$ cat config.mk
export PLATFORM = sky130hd
export DESIGN_NAME = xmm_muldiv_unit
export DESIGN_NICKNAME = d
export VERILOG_FILES = /design/src/rtl/xmm_muldiv_unit.sv
export SDC_FILE = /design/constraint.sdc
export NUM_CORES = 2
export LEC_CHECK = 0
export CELL_PAD_IN_SITES_DETAIL_PLACEMENT = 0
export CELL_PAD_IN_SITES_GLOBAL_PLACEMENT = 1
export CORE_MARGIN = 5
export CORE_UTILIZATION = 47
export DETAILED_ROUTE_END_ITERATION = 7
export GPL_ROUTABILITY_DRIVEN = 0
export GPL_TIMING_DRIVEN = 0
export PLACE_DENSITY_LB_ADDON = 0.05
export SYNTH_ARGS = -nofsm -noshare
export SYNTH_HDL_FRONTEND = slang
export SYNTH_SLANG_ARGS = --single-unit
$ cat constraint.sdc
create_clock -name clk -period 6.27 [get_ports clk]
set_input_delay 1.254 -clock clk [delete_from_list [all_inputs] [get_ports clk]]
set_output_delay 1.254 -clock clk [all_outputs]
set_load 0.01 [all_outputs]
$ cat src/rtl/xmm_muldiv_unit.sv
// Iterative signed q15.48 multiply/divide unit feeding the XMM register file write port.
// One operation in flight; fixed 67-cycle latency from accept to the one-cycle write strobe.
module xmm_muldiv_unit #(
    parameter int WIDTH     = 64,
    parameter int FRAC_BITS = 48
) (
    input  logic             clk,
    input  logic             reset_n,
    input  logic             start,
    input  logic             op,
    input  logic [WIDTH-1:0] src_a,
    input  logic [WIDTH-1:0] src_b,
    input  logic [4:0]       dst_addr,
    output logic             ready,
    output logic             should_write,
    output logic [4:0]       write_addr,
    output logic [WIDTH-1:0] write_data,
    output logic             overflow,
    output logic             div_zero
);

    localparam int PW = 2 * WIDTH;
    localparam logic [WIDTH-1:0] SAT_POS = {1'b0, {(WIDTH-1){1'b1}}};
    localparam logic [WIDTH-1:0] SAT_NEG = {1'b1, {(WIDTH-1){1'b0}}};

    typedef enum logic [2:0] {
        S_IDLE  = 3'd0,
        S_PREP  = 3'd1,
        S_ITER  = 3'd2,
        S_FIX   = 3'd3,
        S_WRITE = 3'd4
    } state_t;

    state_t           r_state;
    logic             r_op;
    logic [WIDTH-1:0] r_a;
    logic [WIDTH-1:0] r_b;
    logic [4:0]       r_dst;
    logic             r_sign;
    logic             r_dz;
    logic             r_dov;
    logic [5:0]       r_cnt;
    logic [WIDTH-1:0] r_mb;
    logic [WIDTH-1:0] r_shift;
    logic [WIDTH-1:0] r_rem;
    logic [PW-1:0]    r_acc;

    logic             r_ready;
    logic             r_should_write;
    logic [4:0]       r_write_addr;
    logic [WIDTH-1:0] r_write_data;
    logic             r_overflow;
    logic             r_div_zero;

    logic [WIDTH-1:0] w_a_mag;
    logic [WIDTH-1:0] w_b_mag;
    logic [PW-1:0]    w_a_ext;
    logic [PW-1:0]    w_b_ext;
    logic             w_div_ovf;
    logic [WIDTH:0]   w_rem_sh;
    logic             w_rem_ge;
    logic [WIDTH-1:0] w_rem_diff;
    logic [PW-1:0]    w_mul_acc;
    logic [WIDTH-1:0] w_mag;
    logic             w_big;
    logic [WIDTH-1:0] w_res;
    logic             w_res_ovf;

    assign ready        = r_ready;
    assign should_write = r_should_write;
    assign write_addr   = r_write_addr;
    assign write_data   = r_write_data;
    assign overflow     = r_overflow;
    assign div_zero     = r_div_zero;

    // Operand magnitudes and the DIV overflow test |a| >= |b|<<15, scaled by 2^48 to stay exact.
    always_comb begin
        w_a_mag   = r_a[WIDTH-1] ? (~r_a + WIDTH'(1)) : r_a;
        w_b_mag   = r_b[WIDTH-1] ? (~r_b + WIDTH'(1)) : r_b;
        w_a_ext   = {{WIDTH{1'b0}}, w_a_mag} << FRAC_BITS;
        w_b_ext   = {{WIDTH{1'b0}}, w_b_mag} << (WIDTH - 1);
        w_div_ovf = (w_a_ext >= w_b_ext);
    end

    // One step of shift-add multiply and of restoring division.
    always_comb begin
        w_rem_sh   = {r_rem, r_shift[WIDTH-1]};
        w_rem_ge   = (w_rem_sh >= {1'b0, r_mb});
        w_rem_diff = w_rem_sh[WIDTH-1:0] - r_mb;
        if (r_shift[WIDTH-1]) begin
            w_mul_acc = {r_acc[PW-2:0], 1'b0} + {{WIDTH{1'b0}}, r_mb};
        end else begin
            w_mul_acc = {r_acc[PW-2:0], 1'b0};
        end
    end

    // Final magnitude selection, sign application and saturation.
    always_comb begin
        w_res_ovf = 1'b0;
        if (r_op) begin
            w_mag = r_acc[WIDTH-1:0];
            w_big = 1'b0;
        end else begin
            w_mag = r_acc[FRAC_BITS+WIDTH-1:FRAC_BITS];
            w_big = |r_acc[PW-1:FRAC_BITS+WIDTH];
        end
        if (r_dz) begin
            if (r_a == {WIDTH{1'b0}}) begin
                w_res = {WIDTH{1'b0}};
            end else if (r_a[WIDTH-1]) begin
                w_res = SAT_NEG;
            end else begin
                w_res = SAT_POS;
            end
        end else if (r_dov || w_big || (!r_sign && w_mag[WIDTH-1]) || (r_sign && (w_mag > SAT_NEG))) begin
            w_res_ovf = 1'b1;
            w_res     = r_sign ? SAT_NEG : SAT_POS;
        end else begin
            // Negating a zero magnitude yields zero, so no negative zero escapes.
            w_res = r_sign ? (~w_mag + WIDTH'(1)) : w_mag;
        end
    end

    // Control FSM with datapath registers and registered write-port outputs.
    always_ff @(posedge clk or negedge reset_n) begin
        if (!reset_n) begin
            r_state        <= S_IDLE;
            r_op           <= 1'b0;
            r_a            <= {WIDTH{1'b0}};
            r_b            <= {WIDTH{1'b0}};
            r_dst          <= 5'd0;
            r_sign         <= 1'b0;
            r_dz           <= 1'b0;
            r_dov          <= 1'b0;
            r_cnt          <= 6'd0;
            r_mb           <= {WIDTH{1'b0}};
            r_shift        <= {WIDTH{1'b0}};
            r_rem          <= {WIDTH{1'b0}};
            r_acc          <= {PW{1'b0}};
            r_ready        <= 1'b0;
            r_should_write <= 1'b0;
            r_write_addr   <= 5'd0;
            r_write_data   <= {WIDTH{1'b0}};
            r_overflow     <= 1'b0;
            r_div_zero     <= 1'b0;
        end else begin
            case (r_state)
                S_IDLE: begin
                    if (start && r_ready) begin
                        r_op    <= op;
                        r_a     <= src_a;
                        r_b     <= src_b;
                        r_dst   <= dst_addr;
                        r_ready <= 1'b0;
                        r_state <= S_PREP;
                    end else begin
                        r_ready <= 1'b1;
                        r_state <= S_IDLE;
                    end
                end
                S_PREP: begin
                    r_sign  <= r_a[WIDTH-1] ^ r_b[WIDTH-1];
                    r_dz    <= r_op && (r_b == {WIDTH{1'b0}});
                    r_dov   <= r_op && w_div_ovf;
                    r_mb    <= w_b_mag;
                    r_acc   <= {PW{1'b0}};
                    r_cnt   <= 6'd63;
                    // DIV starts with the dividend's top bits as remainder and shifts in the rest.
                    if (r_op) begin
                        r_rem   <= w_a_mag >> (WIDTH - FRAC_BITS);
                        r_shift <= w_a_mag << FRAC_BITS;
                    end else begin
                        r_rem   <= {WIDTH{1'b0}};
                        r_shift <= w_a_mag;
                    end
                    r_state <= S_ITER;
                end
                S_ITER: begin
                    if (r_op) begin
                        r_rem <= w_rem_ge ? w_rem_diff : w_rem_sh[WIDTH-1:0];
                        r_acc <= {r_acc[PW-2:0], w_rem_ge};
                    end else begin
                        r_acc <= w_mul_acc;
                    end
                    r_shift <= r_shift << 1;
                    if (r_cnt == 6'd0) begin
                        r_state <= S_FIX;
                    end else begin
                        r_cnt   <= r_cnt - 6'd1;
                        r_state <= S_ITER;
                    end
                end
                S_FIX: begin
                    r_should_write <= 1'b1;
                    r_write_addr   <= r_dst;
                    r_write_data   <= w_res;
                    r_overflow     <= w_res_ovf;
                    r_div_zero     <= r_dz;
                    r_state        <= S_WRITE;
                end
                S_WRITE: begin
                    r_should_write <= 1'b0;
                    r_write_addr   <= 5'd0;
                    r_write_data   <= {WIDTH{1'b0}};
                    r_overflow     <= 1'b0;
                    r_div_zero     <= 1'b0;
                    r_ready        <= 1'b1;
                    r_state        <= S_IDLE;
                end
                default: begin
                    r_should_write <= 1'b0;
                    r_ready        <= 1'b0;
                    r_state        <= S_IDLE;
                end
            endcase
        end
    end

endmodule

After elaboration in Yosys (flattened, before gate mapping). Index checks and enable logic that the tools add are counted.

Flip-flop bits (word level): 539. Output and inout bits: 73. Word-level logic and storage cells: 92.

$add $sub $neg: 6. Magnitude comparators: 3. Eq/ne operators: 6. Mux-type cells: 33. Bitwise logic cells: 4. Reductions and logical operators: 21.

Operators by type and width (count): 64-bit 2-to-1 mux (12); 64-bit one-hot mux with 2 select lines (3); 128-bit 2-to-1 mux (2); 128-bit one-hot mux with 2 select lines (1); 64-bit by 1-bit adder with 64-bit output (second input constant) (3); 64-bit NOT (3); 128-bit by 64-bit adder with 128-bit output (1); 64-bit logical NOT (2); 112-bit by 127-bit >= comparator with 1-bit output (1); 65-bit by 64-bit >= comparator with 1-bit output (1); 64-bit > comparator (second input constant) (1); 64-bit subtractor (1); 48-bit 2-to-1 mux (1); 16-bit OR reduction (1); 3-bit one-hot mux with 4 select lines (1); 6-bit one-hot mux with 2 select lines (1); 5-bit one-hot mux with 2 select lines (1); 3-bit by 2-bit equality test with 1-bit output (second input constant) (2); 6-bit logical NOT (1); 1-bit 2-to-1 mux (6); 6-bit 2-to-1 mux (1); 1-bit one-hot mux with 2 select lines (3); 2-bit AND reduction (3); 3-bit OR reduction (2); 11 further kinds (19).

Logic depth before layout (Yosys ltp).
Depth in word-level cells: 8. Mapped depth: 22.

Worst setup path before layout. OpenSTA, ideal clock, no wires.

Kind: register to register. Start: register r_op. End: register r_write_data[34], in the netlist write_data[34]. Library setup time: 0.126 ns. Arrival: 4.921 ns. Required time: 6.144 ns. Slack: 1.223 ns. Cell stages (with the launch flop): 19. Period minus slack after synthesis: 5.047 ns. Cell sequence: dfrtp_1 -> buf_2 -> buf_4 -> buf_4 -> buf_2 -> buf_2 -> buf_2 -> buf_1 -> buf_2 -> buf_1 -> mux2i_1 -> ha_1 -> o221ai_1 -> or4_1 -> or3_1 -> or4_1 -> o21ai_1 -> xor2_1 -> a221o_1.

Longest elaborated chain between the ends: 7. Elaborated cells on any way between the ends: 14. Classes of those cells: 1 x add/sub; 1 x order compare; 6 x mux; 1 x bitwise; 5 x reduce/logical.

RTL lines: start: declaration (line 35) `logic r_op;`; start signal: assignment (line 150) `r_op <= op;`; 64-bit 2-to-1 mux / 1-bit 2-to-1 mux (equally long branches) (line 100) `if (r_op) begin`; 64-bit NOT, or another cell as far along (line 120) `w_res = r_sign ? (~w_mag + WIDTH'(1)) : w_mag;`; 64-bit by 1-bit adder with 64-bit output, or another cell as far along (line 120); 64-bit 2-to-1 mux / 1-bit logical OR (equally long branches) (line 120, 115); 64-bit 2-to-1 mux * (line 115) `end else if (r_dov || w_big || (!r_sign && w_mag[WIDTH-1]) || (r_sign && (w_mag > SAT_NEG))) begin`; 64-bit 2-to-1 mux * (line 107) `if (r_dz) begin`; 64-bit one-hot mux with 2 select lines * (line 147) `case (r_state)`; end signal: assignment (line 143) `r_write_data <= {WIDTH{1'b0}};`; end signal: assignment (line 196) `r_write_data <= w_res;`; end signal: assignment (line 204) `r_write_data <= {WIDTH{1'b0}};`; end: declaration (line 51) `logic [WIDTH-1:0] r_write_data;`.

Mark *: on every way between the ends. The rest lies on a longest branch, timed or not. A chain may end at the register's enable or synchronous reset.

Worst setup path after layout.
Start: register r_op. End: register r_write_data[42], in the netlist write_data[42].

Same word-level chain as after synthesis.

==> results by group <==
Layout
  – Design Area, Final: 43,600 um2
  – Layout cells sized above 1: under 10%
  – P&R area growth vs syn: 15.5%
  – Post-layout nets: 4,941

Synthesis
  – Flop and latch count out of synthesis: around 540
  – Syn nets: about 4,700
  – Yosys Warn Count: 0
  – Cell variety after synth: 91
  – Synth Instances: approximately 4,300
  – Sequential-to-total area share from yosys stat: 35.8%
  – Primary FF master, synth: dfrtp_1
  – Fraction of registers with async set/reset: 100%
  – Mapped cell area: 37,700 um2
  – Post-synth EDFFs: 0
  – Synth Area per Inst: just under 9 um2

Global route
  – Grt ovf: 0
  – First-pass GRT wire length: 222,000 um
  – Antenna violations before repair: 2
  – Grt met2 use: a little under three fifths
  – Vias in the first global route: around 35,000
  – Global route hottest layer: met2
  – Met1 Use GR: 42.0%
  – Pin count of the biggest net entering global routing: 114
  – Total track usage: 33.7%
  – Met3 Usage GRT: 5.08%

Die
  – Core footprint: 79,300 um2
  – Top Ports: between 200 and 250
  – Die Area: about 86,000 um2
  – Die Wd: ~300 um
  – Initial Utilization: between 40% and 50%
  – Die Height: ~290 um
  – Row count: 103

Detailed routing
  – Initial DRC Count: around 3,200
  – Via count: 36,100
  – Vias/cell: 6.31
  – Routed WL: around 150,000 um
  – DRC Markers: 0
  – ANT nets after route: 0
  – Wire per inst: 26.3 um
  – DR pass1 iterations: 6

Setup path
  – Worst Reg-to-Reg Cells: 20
  – Critical path endpoint category: register
  – CP Class: register to register
  – Worst path max stage delay: 450 ps
  – CP dominant cell by count: buf_4
  – Crit path required time: between 6000 and 7000 ps
  – Worst Path Max Fanout: 19
  – Crit-path slowest cell: nor3b_2
  – Crit-path cells: buf_2 > buf_4 > buf_4 > buf_2 > buf_2 > buf_4 > buf_6 > mux2i_1 > ha_1 > o221ai_1 > nor2_2 > nor4b_4 > nor3b_2 > nand2_1 > o21ai_4 > buf_4 > o21ai_0 > a21oi_1 > nor2_1 > o21ai_0
  – CP Launch Type: register
  – Worst Path Arrival: 6740 ps

Pwr
  – Sequential power share: a little under half
  – Switching Share: 22.6%
  – Combinational power share: 2.2%
  – Clock power frac: 52.0%
  – VDD IR max: 0.182 mV
  – Pwr dens: 174 nW/um2
  – Pleak: 19.9 nW
  – Internal power: 5.88 mW
  – Psw: 1.71 mW

Timing
  – Setup TNS: 0 ps
  – RSZ-0062 raised after global routing: false
  – Worst setup margin: 74.9 ps
  – Worst rel slew slack: 12.1%
  – Worst clock skew: 18.9 ps
  – Setup violators final: 0
  – Max Clk Rate: 161 MHz
  – Final Cycle Share: 98.8%
  – Fin. max-slew vios: 0
  – Hold Fails Final Rpt: 0
  – Slew @ Worst Pin: 1320 ps
  – Min Tclk post-route: 6200 ps

Hold path
  – Hold Path Class: register to register
  – Hold Path Stages: 1

Clock network
  – Clk_lat worst skew: approximately 630 ps
  – TritonCTS clock tree: built
  – Clock transition at path regs: 60 ps
  – Root Buffer Master: clkbuf_16
  – Clock sinks: 539
  – Num CTS Buffers: 66
  – Clk buf depth: 3
  – H-tree depth: 3
  – Setup bufs post-CTS: 0
  – CTS Hold Buffers Added: 0

Outcome
  – Status: completed

Place
  – Port bufs: 209
  – Hpwl dp: 119,000 um
  – Pre-CTS worst setup slack: -1450 ps
  – Placed Instance Area: 41,300 um2

Flow run
  – Max Cap Viol: 0
## worst max-delay path, delay by kind of cell (launching register included)
kind            cells  cell delay (ps)
flops               1              380
buf+inv             8             2220
fa+ha+maj           1              300
compound gates      5             1240
mux                 1              380
simple gates        5             1550
## state kept, by name (all words and copies together) (netlist names), 3 cells and up
name and cells:
r_cnt 6, r_acc 128, r_b 64, r_state 3, r_dst 5, r_rem 64
write_data 64, r_mb 64, r_shift 64, write_addr 5, r_a 64
## metrics by stage
step / instances / utilization [%] / total power, mW / hold WS (ps)
2_1_floorplan: 4340 / - / 3.54 / 451
3_3_place_gp: 5599 / 51.9 / 3.71 / 466
3_5_place_dp: 5605 / 52.1 / 3.72 / 469
4_1_cts: 5720 / 54.9 / 7.65 / 482
5_1_grt: 5720 / 54.9 / 7.80 / 503
6_report: 5721 / 55.0 / 7.60 / 478
## power by group through the flow
stage | registers (mW) | clock network, mW | logic (mW)
CTS | 3.48 | 4.00 | 0.175
finish | 3.48 | 3.95 | 0.169
floorplan | 3.54 | 0 | 0.000957
global route | 3.48 | 4.13 | 0.189
global placement | 3.55 | 0 | 0.163
detailed placement | 3.54 | 0 | 0.175
## kinds of logic after synthesis
| logic type | share of synthesized area (%) |
|---|---|
| buffers and inverters | 4.45 |
| XOR/XNOR | 7.52 |
| AND/OR/NAND/NOR | 16.1 |
| multiplexers | 6.28 |
| flip-flops | 35.8 |
| adder cells (fa/ha/maj) | 6.11 |
| AO/OA/AOI/OAI | 23.7 |
## what timing repair did
item                       4_1_cts  5_1_grt
setup endpoints to repair       66       48
resized for setup                8        5
gates cloned                     0        0
## placed cells by master (no fill, tap or decap), types with 53 or more instances in the layout
cell,Yosys,layout
dfrtp_1,539,539
nand2_1,443,443
o21ai_0,414,414
a21oi_1,302,302
nor2_1,274,272
clkbuf_1,233,250
clkdlybuf4s50_1,0,208
ha_1,181,181
xnor2_1,167,167
xor2_1,157,157
mux2_2,156,156
inv_1,150,150
nand3_1,115,115
a21o_1,108,108
nor3_1,105,105
clkbuf_16,0,67
nand4_1,65,65
mux2i_1,61,61
a211oi_1,60,60
a221o_1,55,55
o31ai_1,53,53
## layer usage
| layer | up-vias | share of wire, % |
|---|---|---|
| met4 | 6 | 7.2 |
| met5 | - | 0.027 |
| li1 | 16500 | - |
| met2 | 1465 | 47 |
| met1 | 17700 | 40 |
| met3 | 449 | 6.6 |
## layout make-up
| cell class | count | area (um2) |
|---|---|---|
| fill | 7570 | 35700 |
| multi-input combinational | 3370 | 22600 |
| sequential | 539 | 13500 |
| timing repair buffer | 215 | 2250 |
| clock buffer | 95 | 1880 |
| tap | 1050 | 1310 |
| buffer | 276 | 1110 |
| inverter | 153 | 574 |
| clock inverter | 22 | 330 |
| antenna | 1 | 2.50 |
## synthesized netlist by cell type (34+ instances only)
| library cell | instances | area share, % |
|---|---|---|
| nand4_1 | 65 | 1.1 |
| nand3_1 | 115 | 1.5 |
| a31oi_1 | 35 | 0.58 |
| inv_1 | 150 | 1.5 |
| a211oi_1 | 60 | 1.2 |
| a221o_1 | 55 | 1.5 |
| nor2_1 | 274 | 2.7 |
| a21o_1 | 108 | 2.1 |
| ha_1 | 181 | 6.0 |
| xnor2_1 | 167 | 3.9 |
| nor4_1 | 38 | 0.63 |
| dfrtp_1 | 539 | 36 |
| mux2_2 | 156 | 4.7 |
| nor3_1 | 105 | 1.4 |
| clkbuf_1 | 233 | 2.3 |
| o31ai_1 | 53 | 1.1 |
| or3_1 | 41 | 0.68 |
| mux2i_1 | 61 | 1.6 |
| a22o_1 | 34 | 0.79 |
| a21oi_1 | 302 | 4.0 |
| xor2_1 | 157 | 3.6 |
| nand2_1 | 443 | 4.4 |
| a22oi_1 | 39 | 0.78 |
| o21ai_0 | 414 | 5.5 |
## worst paths after layout
path	end	startpoint	slack [ps]
setup / recovery	write_data[42]	r_op	70
hold / removal	write_data[28]	write_data[28]	480
setup reg to reg	write_data[42]	r_op	70
hold reg to reg	write_data[28]	write_data[28]	480
max in group asynchronous	write_data[51]	reset_n	3880
min in group asynchronous	r_a[29]	reset_n	540
Note: power is estimated with default switching activity, not from simulation.
